**src/rtl/tt_sweep_pkg.sv**
```systemverilog
// Shared types and row/bit mapping helpers for the truth-table sweep stage.
package tt_sweep_pkg;

    localparam int MAX_N_IN = 6;

    typedef enum logic [1:0] {
        ST_IDLE,
        ST_SETTLE,
        ST_DONE
    } state_t;

    // Gate input _0 is the row MSB, so stim is the bit-reversed row index.
    function automatic logic [MAX_N_IN-1:0] row_to_stim(input logic [MAX_N_IN-1:0] row,
                                                        input int unsigned n_in);
        logic [MAX_N_IN-1:0] s;
        s = '0;
        for (int k = 0; k < MAX_N_IN; k++) begin
            if (k < int'(n_in)) s[k] = row[int'(n_in) - 1 - k];
        end
        return s;
    endfunction

    // Row 0 lands in the MSB of the truth-table word.
    function automatic int unsigned tt_index(input int unsigned row, input int unsigned n_in);
        return (32'd1 << n_in) - 32'd1 - row;
    endfunction

endpackage

```
**src/rtl/tt_sweep_capture_timer.sv**
```systemverilog
// Loadable settle down-counter; zero flag marks the sampling cycle of a row.
module tt_settle_timer #(
    parameter int SETTLE = 2
) (
    input  logic clk,
    input  logic rst_n,
    input  logic load,
    output logic zero
);

    localparam int TW = ($clog2(SETTLE + 1) < 1) ? 1 : $clog2(SETTLE + 1);

    logic [TW-1:0] count;

    // NOTE: sequential state is updated with <= so every flop sees pre-edge values.
    always_ff @(posedge clk or negedge rst_n) begin
        if (!rst_n) begin
            count <= '0;
        end else if (load) begin
            count <= TW'(SETTLE);
        end else if (count != '0) begin
            count <= count - TW'(1);
        end
    end

    assign zero = (count == '0);

endmodule

```
**src/rtl/tt_sweep_capture.sv**
```systemverilog
// Walks a combinational gate through every input row and captures its truth table.
// Optional TT_SWEEP_MISMATCH_EN adds mismatch_cnt and first_bad_row outputs.
module tt_sweep_capture
    import tt_sweep_pkg::*;
#(
    parameter int N_IN = 4,
    parameter int SETTLE = 2,
    parameter logic [(1<<N_IN)-1:0] EXPECT_TT = 16'h3060
) (
    input  logic                  clk,
    input  logic                  rst_n,
    input  logic                  start,
    output logic [N_IN-1:0]       stim,
    input  logic                  resp,
    output logic                  busy,
    output logic                  done,
    output logic [(1<<N_IN)-1:0]  tt,
    output logic                  match
`ifdef TT_SWEEP_MISMATCH_EN
    ,
    output logic [N_IN:0]         mismatch_cnt,
    output logic [N_IN-1:0]       first_bad_row
`endif
);

    localparam int TT_W = 1 << N_IN;
    localparam logic [N_IN:0] LAST_ROW = (N_IN+1)'(TT_W - 1);

    state_t              state;
    logic [N_IN:0]       row;
    logic [N_IN:0]       row_inc;
    logic [N_IN-1:0]     idx;
    logic [TT_W-1:0]     tt_sampled;
    logic [MAX_N_IN-1:0] stim_wide;
    logic                timer_load;
    logic                timer_zero;

    // NOTE: every always_comb output gets a default first so no latch is inferred.
    always_comb begin
        row_inc     = row + (N_IN+1)'(1);
        idx         = N_IN'(tt_index(32'(row), N_IN));
        tt_sampled  = tt;
        tt_sampled[idx] = resp;
        stim_wide   = row_to_stim(MAX_N_IN'(row_inc), N_IN);
        timer_load  = ((state == ST_IDLE) && start) ||
                      ((state == ST_SETTLE) && timer_zero && (row != LAST_ROW));
    end

    tt_settle_timer #(.SETTLE(SETTLE)) u_timer (
        .clk   (clk),
        .rst_n (rst_n),
        .load  (timer_load),
        .zero  (timer_zero)
    );

    always_ff @(posedge clk or negedge rst_n) begin
        if (!rst_n) begin
            state <= ST_IDLE;
            row   <= '0;
            stim  <= '0;
            busy  <= 1'b0;
            done  <= 1'b0;
            tt    <= '0;
            match <= 1'b0;
`ifdef TT_SWEEP_MISMATCH_EN
            mismatch_cnt  <= '0;
            first_bad_row <= '0;
`endif
        end else begin
            case (state)
                ST_IDLE: begin
                    if (start) begin
                        row   <= '0;
                        stim  <= '0;
                        tt    <= '0;
                        busy  <= 1'b1;
                        state <= ST_SETTLE;
`ifdef TT_SWEEP_MISMATCH_EN
                        mismatch_cnt  <= '0;
                        first_bad_row <= '0;
`endif
                    end
                end
                ST_SETTLE: begin
                    if (timer_zero) begin
                        tt <= tt_sampled;
`ifdef TT_SWEEP_MISMATCH_EN
                        if (resp != EXPECT_TT[idx]) begin
                            mismatch_cnt <= mismatch_cnt + (N_IN+1)'(1);
                            if (mismatch_cnt == '0) first_bad_row <= row[N_IN-1:0];
                        end
`endif
                        if (row == LAST_ROW) begin
                            // The final bit is folded in here so match sees the complete word.
                            match <= (tt_sampled == EXPECT_TT);
                            done  <= 1'b1;
                            busy  <= 1'b0;
                            stim  <= '0;
                            state <= ST_DONE;
                        end else begin
                            row  <= row_inc;
                            stim <= stim_wide[N_IN-1:0];
                        end
                    end
                end
                ST_DONE: begin
                    done  <= 1'b0;
                    state <= ST_IDLE;
                end
                default: state <= ST_IDLE;
            endcase
        end
    end

endmodule
```
**config.mk**
```make
export PLATFORM = sky130hd
export DESIGN_NAME = tt_sweep_capture
export DESIGN_NICKNAME = d
export VERILOG_FILES = /design/src/rtl/tt_sweep_pkg.sv /design/src/rtl/tt_sweep_capture_timer.sv /design/src/rtl/tt_sweep_capture.sv
export SDC_FILE = /design/constraint.sdc
export NUM_CORES = 1
export LEC_CHECK = 0
export CORE_MARGIN = 3
export CORE_UTILIZATION = 54
export DETAILED_ROUTE_END_ITERATION = 8
export GPL_ROUTABILITY_DRIVEN = 0
export GPL_TIMING_DRIVEN = 0
export PLACE_DENSITY = 0.8
export SETUP_SLACK_MARGIN = 0.3
export SYNTH_ARGS = -nofsm -noshare
export SYNTH_HDL_FRONTEND = slang
export SYNTH_SLANG_ARGS = --single-unit
```
**constraint.sdc**
```tcl
create_clock -name clk -period 2.2 [get_ports clk]
set_input_delay 0.44 -clock clk [delete_from_list [all_inputs] [get_ports clk]]
set_output_delay 0.44 -clock clk [all_outputs]
set_load 0.02 [all_outputs]
```
==> results of run 1 <==
==> critical path, cell delays in order, from the launching register on <==
cell     delay (ns)
dfrtp_2        0.47
ha_2           0.24
and4b_1        0.21
buf_6          0.13
a211o_4        0.37
o21ai_0        0.17
o21ai_0        0.12
==> metal layers <==
| metal | share of wire [%] | vias up | global-route usage [%] |
|---|---|---|---|
| met3 | 5.3 | 7 | 4.75 |
| met4 | 1.2 | 0 | 8.71 |
| met2 | 47 | 46 | 35.1 |
| li1 | - | 787 | - |
| met5 | 0 | - | 0 |
| met1 | 46 | 801 | 31.8 |
==> registers in the layout, indices dropped and copies added, names as in the netlist <==
register       flops
busy               1
u_timer.count      2
row                5
stim               4
tt                16
done               1
state              2
match              1
==> what timing repair did <==
action,CTS,global route
cloned,0,0
resized for setup,6,29
buffers inserted,0,1
setup endpoints to repair,16,23
pin swaps,0,1
==> cell families (layout without fill, tap and decap cells) <==
logic type               count (synthesis)  in the layout  synth area share [%]
XOR/XNOR                                 4              4                  1.91
buffers and inverters                   27             62                  6.70
multiplexers                            10             10                  5.54
adder cells (fa/ha/maj)                  7              7                  4.78
AND/OR/NAND/NOR                         60             60                  16.7
flip-flops                              32             32                  43.7
AO/OA/AOI/OAI                           65             65                  20.6
==> final timing paths <==
| path | slack (ns) | depth (start not counted) | start | end |
|---|---|---|---|---|
| worst max-delay path | 0.36 | 6 | row[0] | row[2] |
| worst max register to register | 0.36 | 6 | row[0] | row[2] |
| worst min register to register | 0.49 | 2 | stim[1] | stim[1] |
| worst min-delay path | 0.14 | 1 | rst_n | done |
| max in group asynchronous | 1.56 | 1 | rst_n | row[1] |
| min in group clk | 0.49 | 2 | stim[1] | stim[1] |
==> placed cells by master (no fill, tap or decap), drive strengths merged, types with 3 or more instances in the layout <==
cell and n:
nand2 25, nor2b 3, ha 7, a21oi 15, inv 12, and2 3
clkdlybuf4s50 25, buf 10, nor2 8, nand3b 3, o22ai 4, o21ai 33
dfrtp 32, clkbuf 15, xnor2 4, nand3 9, mux2i 9
==> report_power, final <==
group / total, W / internal (W) / leakage [nW] / switching, W
sequential: 0.000907 / 0.000755 / 0.415 / 0.000152
combinational: 0.00153 / 0.000657 / 0.567 / 0.000873
clock: 0.000356 / 0.000158 / 0.0326 / 0.000199
total: 0.00279 / 0.00157 / 1.01 / 0.00122
==> per-stage QoR <==
step | worst slack (ns) | hold slack, ns | utilization, %
after floorplan | 0.433 | 0.144 | -
after global placement | 0.0230 | 0.462 | 68.1
after detailed placement | 0.0454 | 0.474 | 67.9
after CTS | 0.301 | 0.163 | 70.0
after global routing | 0.253 | 0.190 | 71.9
final | 0.363 | 0.136 | 71.9
==> cell type report <==
type / instances / area [sq um] / share of cell area, %
buffer: 15 / 97.6 / 4.30
clock buffer: 8 / 58.8 / 2.59
inverter: 12 / 45.0 / 1.99
multi-input combinational: 146 / 946 / 41.7
sequential: 32 / 803 / 35.4
tap: 44 / 55.1 / 2.43
timing repair buffer: 27 / 263 / 11.6
==> impl_metrics.ini, run 1 <==
[timing]
tightest_slew_ns = 0.709
worst_clock_skew_ns = 0.00990
rsz0062_at_grt = yes
slew_headroom_pct = 52.7
fin_setup_tns_ns = 0
drv_slew = 0
min_period_ns = 1.84
hold_viol_final = 0
finalSetupViolCount = 0
fmax_mhz = 544
period_share_pct = 83.5

[synth]
yosysTopAreaCell = dfrtp_1
synth-async-reset-ratio_pct = 100
dominantRegCellSynth = dfrtp_1
synth_top_area_share_pct = 43.7
ys_top_cells_by_count = o21ai_0 (33), dfrtp_1 (32), nand2_1 (25)
avgSynthCellArea_sq_um = 8.93
yosys_warnings = 0
ys_types = 35
synth-edff-count = 0
synth.area.top_cells = dfrtp_1 (44%), o21ai_0 (9.0%), nand2_1 (5.1%)
ys_ff_latch = 32
synth-seq-area-share_pct = 43.7
synthCells = 205
syn-num-nets = 216
synth_most_common_cell = o21ai_0
synthesis.area_sq_mm = 0.00183

[floorplanning]
initial_utilization_pct = 58.1
rows = 20
core-area_sq_mm = 0.00315
pin_count = 27
die-height_um = 64.2
die_area_sq_mm = 0.00412
die_x_um = 64.2

[detailed_routing]
drtIter0Drc = 107
via_per_inst = 5.78
wire_per_inst_um = 15.1
drc = 0
vias = 1641
dr.pass1.iters = 4
routed_wl_um = 4300
final_antenna_net_count = 0

[final_layout]
layout.cells.non_filler = 284
antennaDiodeCount = 0
drive_gt1_share_pct = 14.6
final_nets = 250
fill_cells = 255
final_area_sq_mm = 0.00227
syn_to_final_growth_pct = 23.9

[pwr]
p_per_area_mw_per_mm2 = 1230
fin_total_pwr_w = 0.00279
leakagePower_nw = 1.01
peakVddDrop_uv = 736

[clocking]
clkTransAtPathRegs_ns = 0.10
cts_tree = built
numCtsBuffers = 5
h-tree-depth = 2
clk_latency_ns = 0.34
cts_root_buf = clkbuf_4
clkSinkCount = 32
cts-hold-fix-buffers = 0
clockBufferDepth = 2

[global_routing]
grt_pass1_vias = 1545
grt.total_usage_pct = 22.9
grt-ovfl-total = 0
grt_pass1_wl_um = 7290
antenna_found_initial = 0
grt_max_degree = 33

[setup_path]
start_kind = register
worstPathRequired_ns = 2.41
crit_type = register to register
critPathMaxFanout = 8
cp-end-kind = register
arrival_ns = 2.05

[place]
port_buffers = 26
placed_area_sq_mm = 0.00214
place_inst = 275
post-dp-hpwl_um = 3020

[hold_path]
hold_path_class = input pin to asynchronous set/reset pin

[outcome]
status = completed

[job]
maxCapViolCount = 0
No activity file was read; power rests on OpenSTA's default activity.
==> run 2: changes to the inputs <==
Settings changed: CORE_UTILIZATION 54 to 48, PLACE_DENSITY 0.8 to 0.75.
Clock period 2.2 ns to 1.6 ns, I/O delays scaled along.
==> run 2 against run 1 <==
Effect of this change:
- the flow now finishes with violations (negative setup slack)
- cell area is 32% higher
- clock power rose by 150%
- flip-flop and latch count is the same
- register-to-register slack worse by 0.66 ns
- final cell count is 14% higher
==> impl_metrics.ini, run 2 (same netlist as run 1, synthesis figures left out) <==
[outcome]
status = finished, violations left
violations = negative setup slack

[detailed_routing]
routed_wl_um = 6820
final_antenna_net_count = 0
drtIter0Drc = 314
via_per_inst = 6.22
wire_per_inst_um = 21.0
dr.pass1.iters = 5
drc = 0
vias = 2014

[timing]
min_period_ns = 1.89
worst_slack_ns = -0.295
worst_clock_skew_ns = 0.00737
slew_headroom_pct = 52.0
tightest_slew_ns = 0.720
rsz0062_at_grt = yes
period_share_pct = 118
drv_slew = 0
finalSetupViolCount = 16
hold_viol_final = 0
fmax_mhz = 528

[setup_path]
arrival_ns = 2.08
start_kind = register
worstReg2RegEnd = row[4]
rr_worst_depth = 7
critPathMaxFanout = 6
reg2reg_slack_ns = -0.29
cp-end-kind = register
crit_type = register to register
r2r-start = row[0]
worstPathRequired_ns = 1.79

[global_routing]
grt_pass1_vias = 1870
grt.total_usage_pct = 28.1
grt-ovfl-total = 0
grt_pass1_wl_um = 9170
antenna_found_initial = 0
grt_max_degree = 33

[final_layout]
antennaDiodeCount = 0
top_register = tt
syn_to_final_growth_pct = 63.4
fin_util_pct = 85.6
mostFrequentLayoutCells = dfrtp_1 (30), buf_4 (24), o21ai_2 (19)
reg.largest.list = tt (16), row (5), stim (4)
largest_reg_flops = 16
final_common_cell = dfrtp_1
final_nets = 288
drive_gt1_share_pct = 56.5

[clocking]
h-tree-depth = 2
clk_latency_ns = 0.30
cts_tree = built
clkTransAtPathRegs_ns = 0.07
numCtsBuffers = 5
cts_root_buf = clkbuf_8
clockBufferDepth = 2
clkSinkCount = 32

[job]
maxCapViolCount = 0

[floorplanning]
die-height_um = 67.8
pin_count = 27
die_x_um = 67.8
rows = 21
initial_utilization_pct = 52.4
core-area_sq_mm = 0.00349
die_area_sq_mm = 0.00459

[pwr]
peakVddDrop_uv = 1360
leakagePower_nw = 1.39
p_per_area_mw_per_mm2 = 1940

[place]
post-dp-hpwl_um = 2920
post-place-ws_ns = -0.403
port_buffers = 26

[hold_path]
hold_path_class = input pin to asynchronous set/reset pin
-- run 2: changes by cell type in the layout (fill, tap and decap cells not counted), sizes merged --
| cell | change |
|---|---|
| bufinv | +1 |
| clkbuf | +1 |
| clkdlybuf4s50 | -23 |
| buf | +56 |
| clkdlybuf4s15 | +3 |
-- run 2: area by class of cell --
class	count	area (sq um)
clock inverters	1	30.0
repair buffers	65	542
flip-flops and latches	32	803
plain buffers	15	185
fillers	159	504
inverters	12	47.5
well taps	46	57.6
clock buffers	7	96.3
multi-input cells	146	1230
-- run 2: metal layers --
metal	share of wire (%)	track usage (%)	up-vias	wire length, um
li1	-	-	854	-
met5	0	0	-	0
met3	9.0	8.32	55	615
met2	45	43.0	151	3070
met4	5.3	14.9	0	364
met1	41	35.5	954	2770
-- run 2: what timing repair did --
action | 4_1_cts | 5_1_grt
hold buffers | 0 | 0
endpoints found under the hold margin | 0 | 0
buffers inserted | 20 | 16
gates resized for setup | 123 | 78
setup endpoints to repair | 55 | 51
pin swaps | 25 | 13
cloned | 3 | 0
-- run 2: worst max-delay path, stage by stage (launching register included) --
cell	delay, ns
dfrtp_2	0.49
ha_4	0.19
and4b_1	0.19
buf_6	0.13
a211o_4	0.38
nor2_4	0.10
xnor2_1	0.08
a31oi_1	0.23
-- run 2: through the flow --
stage / power (W) / std cells / cell area [sq um] / TNS, ns / hold WS [ns]
2_1_floorplan: 0.00271 / 205 / 1900 / -0.0635 / 0.0244
3_3_place_gp: 0.00335 / 277 / 2220 / -19.64 / 0.464
3_5_place_dp: 0.00338 / 277 / 2210 / -3.77 / 0.424
4_1_cts: 0.00506 / 308 / 2770 / -0.338 / 0.110
5_1_grt: 0.00603 / 324 / 2990 / -2.11 / 0.113
6_report: 0.00579 / 324 / 2990 / -1.24 / 0.0692
-- run 2: power by group --
part / leakage, nW / internal, W / switching [W]
Combinational: 0.909 / 0.00169 / 0.00193
Clock: 0.0645 / 0.000549 / 0.000328
Sequential: 0.415 / 0.00104 / 0.000258
-- run 2: worst max-delay path by stage --
stage           start     end  slack [ns]  depth (start not counted)
2_1_floorplan  row[0]  row[4]       -0.03                          7
3_3_place_gp    rst_n  row[1]       -0.61                          1
3_5_place_dp     resp   match       -0.40                          7
4_1_cts        row[1]   match       -0.13                          7
5_1_grt        row[0]  row[4]       -0.32                          7
6_report       row[0]  row[4]       -0.29                          7
